===== config.mk =====
export PLATFORM = sky130hd
export DESIGN_NAME = mips_mc_controller
export DESIGN_NICKNAME = d
export VERILOG_FILES = /design/src/rtl/mips_ctrl_pkg.sv /design/src/rtl/mips_decoder.sv /design/src/rtl/mips_mc_controller.sv
export SDC_FILE = /design/constraint.sdc
export NUM_CORES = 1
export LEC_CHECK = 0
export ABC_AREA = 0
export CAP_MARGIN = 20
export CORE_ASPECT_RATIO = 0.8
export CORE_MARGIN = 4
export CORE_UTILIZATION = 30
export DETAILED_ROUTE_END_ITERATION = 16
export PLACE_DENSITY = 0.67
export SETUP_SLACK_MARGIN = 0.05
export SYNTH_ARGS = -nofsm -noshare
export SYNTH_HDL_FRONTEND = slang
export SYNTH_HIERARCHICAL = 1
export SYNTH_SLANG_ARGS = --single-unit

===== constraint.sdc =====
create_clock -name clk -period 4.8 [get_ports clk]
set_clock_uncertainty 0.1 [all_clocks]
set_input_delay 0.48 -clock clk [delete_from_list [all_inputs] [get_ports clk]]
set_output_delay 0.48 -clock clk [all_outputs]
set_load 0.1 [all_outputs]

===== src/rtl/mips_ctrl_pkg.sv =====
// Shared encodings for the multi-cycle MIPS controller: FSM states,
// opcode fields, PC source selects and the decoded-instruction record.
package mips_ctrl_pkg;

  typedef enum logic [2:0] {
    S_FETCH,
    S_DECODE,
    S_EXECUTE,
    S_MEM,
    S_WRITEBACK,
    S_HALT,
    S_FAULT
  } state_t;

  // Instruction class in ir[18:17] (ALU forms) or group in ir[18:16].
  localparam logic [1:0] CLS_RALU  = 2'b00;
  localparam logic [1:0] CLS_IALU  = 2'b01;
  localparam logic [2:0] GRP_MEM   = 3'b100;
  localparam logic [2:0] GRP_BR    = 3'b101;
  localparam logic [2:0] GRP_SHIFT = 3'b110;
  localparam logic [2:0] GRP_CTRL  = 3'b111;

  // Sub-opcodes in ir[15:14].
  localparam logic [1:0] MEM_LW  = 2'b00;
  localparam logic [1:0] MEM_SW  = 2'b01;
  localparam logic [1:0] BR_BZ   = 2'b00;
  localparam logic [1:0] BR_BNZ  = 2'b01;
  localparam logic [1:0] CT_JMP  = 2'b00;
  localparam logic [1:0] CT_JSB  = 2'b01;
  localparam logic [1:0] CT_RET  = 2'b10;
  localparam logic [1:0] CT_HALT = 2'b11;

  // PC source select driven to the datapath.
  localparam logic [1:0] PC_INC   = 2'b00;
  localparam logic [1:0] PC_ABS   = 2'b01;
  localparam logic [1:0] PC_STACK = 2'b10;
  localparam logic [1:0] PC_REL   = 2'b11;

  typedef struct packed {
    logic       is_alu;    // R-ALU or I-ALU
    logic       alu_src;   // immediate operand
    logic       is_shift;
    logic       is_lw;
    logic       is_sw;
    logic       is_bz;
    logic       is_bnz;
    logic       is_jmp;
    logic       is_jsb;
    logic       is_ret;
    logic       is_halt;
    logic [2:0] acode;
    logic [1:0] scode;
  } decoded_t;

endpackage


===== src/rtl/mips_decoder.sv =====
// Combinational decode of the latched instruction register.
module mips_decoder
  import mips_ctrl_pkg::*;
(
  input  logic [18:0] ir,
  output decoded_t    dec
);

  // Classify the instruction; reserved sub-opcodes decode to nothing.
  always_comb begin
    dec = '0;
    if (ir[18:17] == CLS_RALU) begin
      dec.is_alu = 1'b1;
      dec.acode  = ir[16:14];
    end else if (ir[18:17] == CLS_IALU) begin
      dec.is_alu  = 1'b1;
      dec.alu_src = 1'b1;
      dec.acode   = ir[16:14];
    end else begin
      case (ir[18:16])
        GRP_MEM: begin
          dec.is_lw = (ir[15:14] == MEM_LW);
          dec.is_sw = (ir[15:14] == MEM_SW);
        end
        GRP_BR: begin
          dec.is_bz  = (ir[15:14] == BR_BZ);
          dec.is_bnz = (ir[15:14] == BR_BNZ);
        end
        GRP_SHIFT: begin
          dec.is_shift = 1'b1;
          dec.scode    = ir[15:14];
        end
        GRP_CTRL: begin
          dec.is_jmp  = (ir[15:14] == CT_JMP);
          dec.is_jsb  = (ir[15:14] == CT_JSB);
          dec.is_ret  = (ir[15:14] == CT_RET);
          dec.is_halt = (ir[15:14] == CT_HALT);
        end
        default: ;
      endcase
    end
  end

endmodule


===== src/rtl/mips_mc_controller.sv =====
// Multi-cycle control FSM: FETCH/DECODE/EXECUTE/MEM/WRITEBACK with HALT and
// a sticky stack-fault stop. Every write strobe fires once per instruction.
module mips_mc_controller
  import mips_ctrl_pkg::*;
(
  input  logic        clk,
  input  logic        rst,
  input  logic        run,
  input  logic [18:0] instruction,
  input  logic        zero,
  input  logic        stack_overflow,
  output logic        pc_write,
  output logic [1:0]  pc_src,
  output logic        reg2_read_source,
  output logic        branch,
  output logic        mem_read_write,
  output logic        mem_or_alu,
  output logic        is_shift,
  output logic        alu_src,
  output logic        reg_read_write,
  output logic        stack_push,
  output logic        stack_pop,
  output logic [1:0]  scode,
  output logic [2:0]  acode,
  output logic        instr_done,
  output logic        halted,
  output logic        fault
);

  state_t      state;
  state_t      next_state;
  logic [18:0] ir;
  logic        zflag;
  decoded_t    dec;
  logic        taken;

  mips_decoder u_decoder (
    .ir  (ir),
    .dec (dec)
  );

  assign taken = (dec.is_bz && zflag) || (dec.is_bnz && !zflag);

  // State, instruction register and zero flag; zflag follows ALU/shift only.
  always_ff @(posedge clk) begin
    if (rst) begin
      state <= S_FETCH;
      ir    <= '0;
      zflag <= 1'b0;
    end else begin
      state <= next_state;
      if (state == S_FETCH && run)
        ir <= instruction;
      if (state == S_EXECUTE && (dec.is_alu || dec.is_shift))
        zflag <= zero;
    end
  end

  // Next-state and control outputs; everything is forced low during reset.
  always_comb begin
    next_state       = state;
    pc_write         = 1'b0;
    pc_src           = PC_INC;
    reg2_read_source = 1'b0;
    branch           = 1'b0;
    mem_read_write   = 1'b0;
    mem_or_alu       = 1'b0;
    is_shift         = 1'b0;
    alu_src          = 1'b0;
    reg_read_write   = 1'b0;
    stack_push       = 1'b0;
    stack_pop        = 1'b0;
    scode            = 2'b00;
    acode            = 3'b000;
    halted           = 1'b0;
    fault            = 1'b0;

    // Mode controls stay steady from EXECUTE until the instruction retires.
    if (state == S_EXECUTE || state == S_MEM || state == S_WRITEBACK) begin
      alu_src          = dec.alu_src;
      is_shift         = dec.is_shift;
      acode            = dec.acode;
      scode            = dec.scode;
      mem_or_alu       = dec.is_lw;
      reg2_read_source = dec.is_sw;
    end

    case (state)
      S_FETCH: begin
        if (run)
          next_state = S_DECODE;
      end
      S_DECODE: begin
        next_state = dec.is_halt ? S_HALT : S_EXECUTE;
      end
      S_EXECUTE: begin
        next_state = S_FETCH;
        if (dec.is_alu || dec.is_shift) begin
          next_state = S_WRITEBACK;
        end else if (dec.is_lw || dec.is_sw) begin
          next_state = S_MEM;
        end else if (dec.is_bz || dec.is_bnz) begin
          branch   = 1'b1;
          pc_write = 1'b1;
          pc_src   = taken ? PC_REL : PC_INC;
        end else if (dec.is_jmp) begin
          pc_write = 1'b1;
          pc_src   = PC_ABS;
        end else if (dec.is_jsb) begin
          stack_push = 1'b1;
          pc_src     = PC_ABS;
          pc_write   = !stack_overflow;
          if (stack_overflow)
            next_state = S_FAULT;
        end else if (dec.is_ret) begin
          stack_pop = 1'b1;
          pc_src    = PC_STACK;
          pc_write  = !stack_overflow;
          if (stack_overflow)
            next_state = S_FAULT;
        end else begin
          // Reserved encodings retire as a no-op.
          pc_write = 1'b1;
        end
      end
      S_MEM: begin
        if (dec.is_sw) begin
          mem_read_write = 1'b1;
          pc_write       = 1'b1;
          next_state     = S_FETCH;
        end else begin
          next_state = S_WRITEBACK;
        end
      end
      S_WRITEBACK: begin
        reg_read_write = 1'b1;
        pc_write       = 1'b1;
        next_state     = S_FETCH;
      end
      S_HALT:  halted = 1'b1;
      S_FAULT: fault  = 1'b1;
      default: next_state = S_FETCH;
    endcase

    if (rst) begin
      pc_write         = 1'b0;
      pc_src           = PC_INC;
      reg2_read_source = 1'b0;
      branch           = 1'b0;
      mem_read_write   = 1'b0;
      mem_or_alu       = 1'b0;
      is_shift         = 1'b0;
      alu_src          = 1'b0;
      reg_read_write   = 1'b0;
      stack_push       = 1'b0;
      stack_pop        = 1'b0;
      scode            = 2'b00;
      acode            = 3'b000;
      halted           = 1'b0;
      fault            = 1'b0;
    end
  end

  assign instr_done = pc_write;

endmodule


==> qor.csv, run 1 <==
stage,metric,value,unit
worst_setup_path,r2r_slack,2860,ps
yosys,netlist_area,872,um2
cts,cts_made_buffers,3,
global_route,first_global_vias,902,
worst_setup_path,crit_type,primary input to primary output,
worst_setup_path,reg2reg_depth,6,
timing,hold_viol_final,0,
cts,htree_levels,1,
yosys,synthesis.nets,152,
cells_and_area,antennaDiodeCount,0,
cells_and_area,area_growth,32.6,%
power,ir_drop,0.0950,mV
die,io_pins,44,
power,switching_share,39.7,%
timing,drv_slew,0,
place,gp_congestion,0.837,
drt,drc,0,
yosys,syn_inst,128,
drt,wirelength,2240,um
worst_setup_path,crit_fanout,14,
worst_setup_path,critPathRequiredTime,4220,ps
cells_and_area,fill_cells,304,
place,portBuffers,29,
global_route,grt_overflow,0,
yosys,synth_warnings,6,
outcome,status,"finished, final reports clean",
timing,rsz0062_at_grt,false,
yosys,avgSynthCellArea,6.81,um2
cells_and_area,layout_commonest_cell,clkdlybuf4s50_1,
cts,clk_pin_slew,60,ps
cells_and_area,final_cell_mix,"clkdlybuf4s50_1 (25), nor2_1 (23), nand2_1 (18), and2_1 (11), dfxtp_1 (9)",
global_route,antenna_found_initial,0,
cts,clock-sinks,9,
cells_and_area,fin_nets,176,
cts,cts_tree,done,
die,chipHeight,56.2,um
cells_and_area,drive_above_1_share,11.3,%
timing,setup_viol,0,
global_route,grt_pass1_wl,3900,um
timing,min_period,3600,ps
worst_setup_path,cp_data_arrival_time,3020,ps
power,total_power,269,uW
drt,drt.antenna.violating_nets,0,
drt,first_pass_iters,4,
global_route,gr-usage-all-layers,12.7,%
hold_path,hold_path_class,flip-flop to flip-flop,
power,p_sw,107,uW
hold_path,min_path_cells,2,
drt,avgViaCountPerCell,5.05,
cts,post_cts_buffers,0,
flow_run,drv_cap,0,
cells_and_area,finalCoreUtilization,41.8,%
drt,wl_per_cell,11.9,um
die,dieArea,3840,um2
power,p_seq_share,41.4,%
cts,ctsResizeCount,0,
worst_setup_path,start_kind,primary input,
timing,worstMarginPinSlew,979,ps
power,combPwrFrac,36.7,%
place,hpwl,1780,um
power,powerDensity,232,nW/um2
die,row_count,17,
die,die_x,68.3,um
cts,root_buffer,clkbuf_4,
cts,clock_latency,260,ps
power,p_int,162,uW
die,start_util,31.5,%
timing,maxClockFrequency,0.278,GHz
timing,relSlewSlack,34.5,%
cts,cts_buffer_depth,2,
drt,drt_iter0_drc,35,
cts,hold_buffers,0,
global_route,grt_max_degree,15,
power,p_clk_share,21.9,%
power,p_leak,0.000387,uW
worst_setup_path,end_kind,primary output,
drt,vias,954,
timing,finalCritPeriodShare,74.9,%
die,fp.coreArea,2770,um2
timing,final.setup.tns,0,ps
## path summary, 6_finish.rpt
check | start | endpoint
worst max-delay path | rst | alu_src
worst max register to register | ir[18] | state[1]
worst min register to register | ir[17] | ir[17]
worst min-delay path | ir[17] | ir[17]
## area by class of cell
class	instances	area [um2]	share of cell area (%)
multi-input combinational	105	607	52.5
timing repair buffer	29	280	24.2
sequential	9	180	15.6
tap	38	47.5	4.11
clock buffer	4	26.3	2.27
inverter	4	15.0	1.30
## power groups by stage
stage	sequential, uW	clock, uW	combinational (uW)
global placement	111	0	95.5
finish	111	59.0	98.5
floorplan	96.7	0	106
detailed placement	113	0	97.6
global route	114	64.3	109
CTS	111	60.9	98.8
## critical path: stages
cell and delay [ps]:
clkdlybuf4s50_1 680, nor2_1 510, and2_1 200, clkdlybuf4s50_1 1140
## sequential cells by signal, summed over array words and instances (netlist names)
signal,cells
state,3
zflag,1
ir,5
## routing by layer
| layer | track usage [%] | routed length [um] |
|---|---|---|
| met1 | 18.1 | 1120 |
| met2 | 18.8 | 948 |
| met3 | 4.65 | 178 |
| met4 | 0.850 | 0 |
| met5 | 0 | 0 |
## per-stage QoR
stage	instance area, um2	hold WS [ps]	instances	worst slack [ps]
after floorplan	878	374	128	117
after global placement	1130	405	185	1250
after detailed placement	1130	409	185	1220
after CTS	1160	420	189	1200
after global routing	1160	458	189	1040
final	1160	424	189	1200
Power figures use the tool's default switching activity.
==> run 2: changes to the inputs <==
==> constraint.sdc (replaced) <==
create_clock -name clk -period 3.5 [get_ports clk]
set_clock_uncertainty 0.1 [all_clocks]
set_input_delay 0.35 -clock clk [delete_from_list [all_inputs] [get_ports clk]]
set_output_delay 0.35 -clock clk [all_outputs]
set_load 0.1 [all_outputs]
==> qor.csv, run 2 (synthesis gave the netlist of run 1 again) <==
stage,metric,value,unit,change
timing,finalCritPeriodShare,88.2,%,
hold_path,hp-start,ir[17],,
place,gp_congestion,0.849,,+1.5%
cells_and_area,seqCellArea,180,um2,unchanged
timing,rsz0062_at_grt,false,,
place,dp.cells,185,,unchanged
place,portBuffers,29,,unchanged
cts,root_buffer,clkbuf_4,,
cells_and_area,instances_no_fill,189,,unchanged
cells_and_area,antennaDiodeCount,0,,unchanged
worst_setup_path,critPathMaxStageDelay,500,ps,-640 ps
place,hpwl,1770,um,-0.60%
cts,clock_latency,270,ps,about the same
cts,clock-sinks,9,,unchanged
timing,setup_viol,0,,unchanged
cells_and_area,top_regs,"ir: 5 flops, state: 3 flops, zflag: 1 flops",,
drt,first_pass_iters,4,,unchanged
cells_and_area,largest_reg_flops,5,,unchanged
power,p_int,222,uW,+37%
power,ir_drop,0.181,mV,+90%
timing,min_period,3090,ps,
hold_path,hold_path_end,ir[17],,
cells_and_area,area_growth,29.4,%,
cts,hold_buffers,0,,unchanged
drt,vias,957,,+0.31%
cts,cts_buffer_depth,2,,unchanged
die,row_count,17,,unchanged
worst_setup_path,reg2reg_to,state[1],,
power,combPwrFrac,36.0,%,-0.7 points
cts,cts_made_buffers,3,,unchanged
power,p_leak,0.000421,uW,+8.6%
drt,wirelength,2280,um,+1.4%
cts,ctsResizeCount,0,,unchanged
cts,clk_pin_slew,60,ps,about the same
power,powerDensity,329,nW/um2,+41%
global_route,gr-usage-all-layers,12.9,%,+0.19 points
timing,worstMarginPinSlew,550,ps,-429 ps
cells_and_area,multi_input_area,619,um2,+2.1%
cells_and_area,finalCoreUtilization,40.8,%,-1.0 points
power,switching_share,40.3,%,+0.58 points
cts,cts_tree,done,,
global_route,antenna_found_initial,0,,unchanged
place,placed_cell_area,1100,um2,-2.4%
worst_setup_path,crit_type,flip-flop to primary output,,
die,fp.coreArea,2770,um2,unchanged
die,io_pins,44,,unchanged
cells_and_area,final_cell_area,1130,um2,-2.4%
worst_setup_path,end_kind,primary output,,
cts,post_cts_buffers,0,,unchanged
timing,drv_slew,0,,unchanged
outcome,status,"finished, final reports clean",,
die,start_util,31.5,%,unchanged
worst_setup_path,reg2reg_from,ir[18],,
timing,relSlewSlack,63.2,%,+29 points
global_route,first_global_vias,892,,-1.1%
cts,htree_levels,1,,unchanged
power,total_power,371,uW,+38%
die,dieArea,3840,um2,unchanged
worst_setup_path,crit_slowest_cell,dfxtp_1,,
worst_setup_path,reg2reg_depth,6,,unchanged
global_route,grt_max_degree,15,,unchanged
cells_and_area,drive_above_1_share,23.2,%,+12 points
power,p_seq_share,41.2,%,-0.2 points
cells_and_area,layout_commonest_cell,nor2_1,,
drt,drt.antenna.violating_nets,0,,unchanged
die,die_x,68.3,um,unchanged
cells_and_area,fin_nets,176,,unchanged
timing,maxClockFrequency,0.324,GHz,
drt,drc,0,,unchanged
drt,avgViaCountPerCell,5.06,,+0.31%
worst_setup_path,crit_fanout,10,,-4
global_route,grt_pass1_wl,3870,um,-0.72%
global_route,grt_overflow,0,,unchanged
worst_setup_path,critPathRequiredTime,3050,ps,-1170 ps
power,p_sw,150,uW,+40%
die,chipHeight,56.2,um,unchanged
hold_path,min_path_cells,2,,unchanged
drt,wl_per_cell,12.0,um,+1.4%
timing,hold_viol_final,0,,unchanged
worst_setup_path,start_kind,flip-flop,,
cells_and_area,fill_cells,295,,-3.0%
hold_path,hold_path_class,flip-flop to flip-flop,,
worst_setup_path,crit_chain,or3b_1 -> nor2_1 -> nor3_1 -> o211ai_1 -> nand3_1 -> a311oi_2 -> buf_4,,
cells_and_area,regMostFlops,ir,,
drt,drt_iter0_drc,39,,+11%
worst_setup_path,cp_data_arrival_time,2640,ps,-380 ps
worst_setup_path,r2r_slack,1480,ps,-1380 ps
flow_run,drv_cap,0,,unchanged
cells_and_area,final_cell_mix,"nor2_1 (23), buf_4 (20), nand2_1 (18), and2_1 (11)",,
power,p_clk_share,22.8,%,+0.9 points
## run 2: layout make-up
class / count / area share (%)
repair buffers: 29 / 21.3
well taps: 38 / 4.21
flip-flops and latches: 9 / 16.0
inverters: 4 / 1.33
multi-input cells: 105 / 54.9
clock buffers: 4 / 2.33
## run 2: routing by layer
metal	up-vias	share of wire [%]	GRT usage, %
li1	484	-	-
met1	427	47	17.8
met2	44	43	19.2
met3	2	8.6	3.64
met4	0	0.75	3.40
met5	-	0	0
## run 2: how the worst max path moves through the flow
| stage | start | to | slack [ps] | depth (start not counted) |
|---|---|---|---|---|
| 6_report | ir[18] | pc_write | 410 | 7 |
| 5_1_grt | ir[18] | instr_done | 230 | 7 |
| 4_1_cts | ir[18] | pc_write | 420 | 7 |
| 3_5_place_dp | ir[18] | pc_write | 710 | 7 |
| 3_3_place_gp | ir[18] | instr_done | 820 | 7 |
| 2_1_floorplan | ir[18] | pc_write | -290 | 7 |
## run 2: worst max-delay path, delay by kind of cell, from the launching register on
kind	cells	cell delay (ps)
simple gates	4	1040
flops	1	500
compound gates	2	480
buf+inv	1	340
## run 2: per-stage QoR
stage | setup slack [ps] | hold WS (ps) | TNS, ps
finish | 412 | 423 | 0
global route | 234 | 465 | 0
CTS | 415 | 421 | 0
detailed placement | 713 | 413 | 0
global placement | 817 | 404 | 0
floorplan | -294 | 374 | -294
## run 2: power groups by stage
stage	Clock [uW]	Combinational, uW	Sequential [uW]
CTS	86.6	133	153
global placement	0	130	153
detailed placement	0	133	155
global route	90.6	148	158
floorplan	0	145	133
finish	84.6	134	153
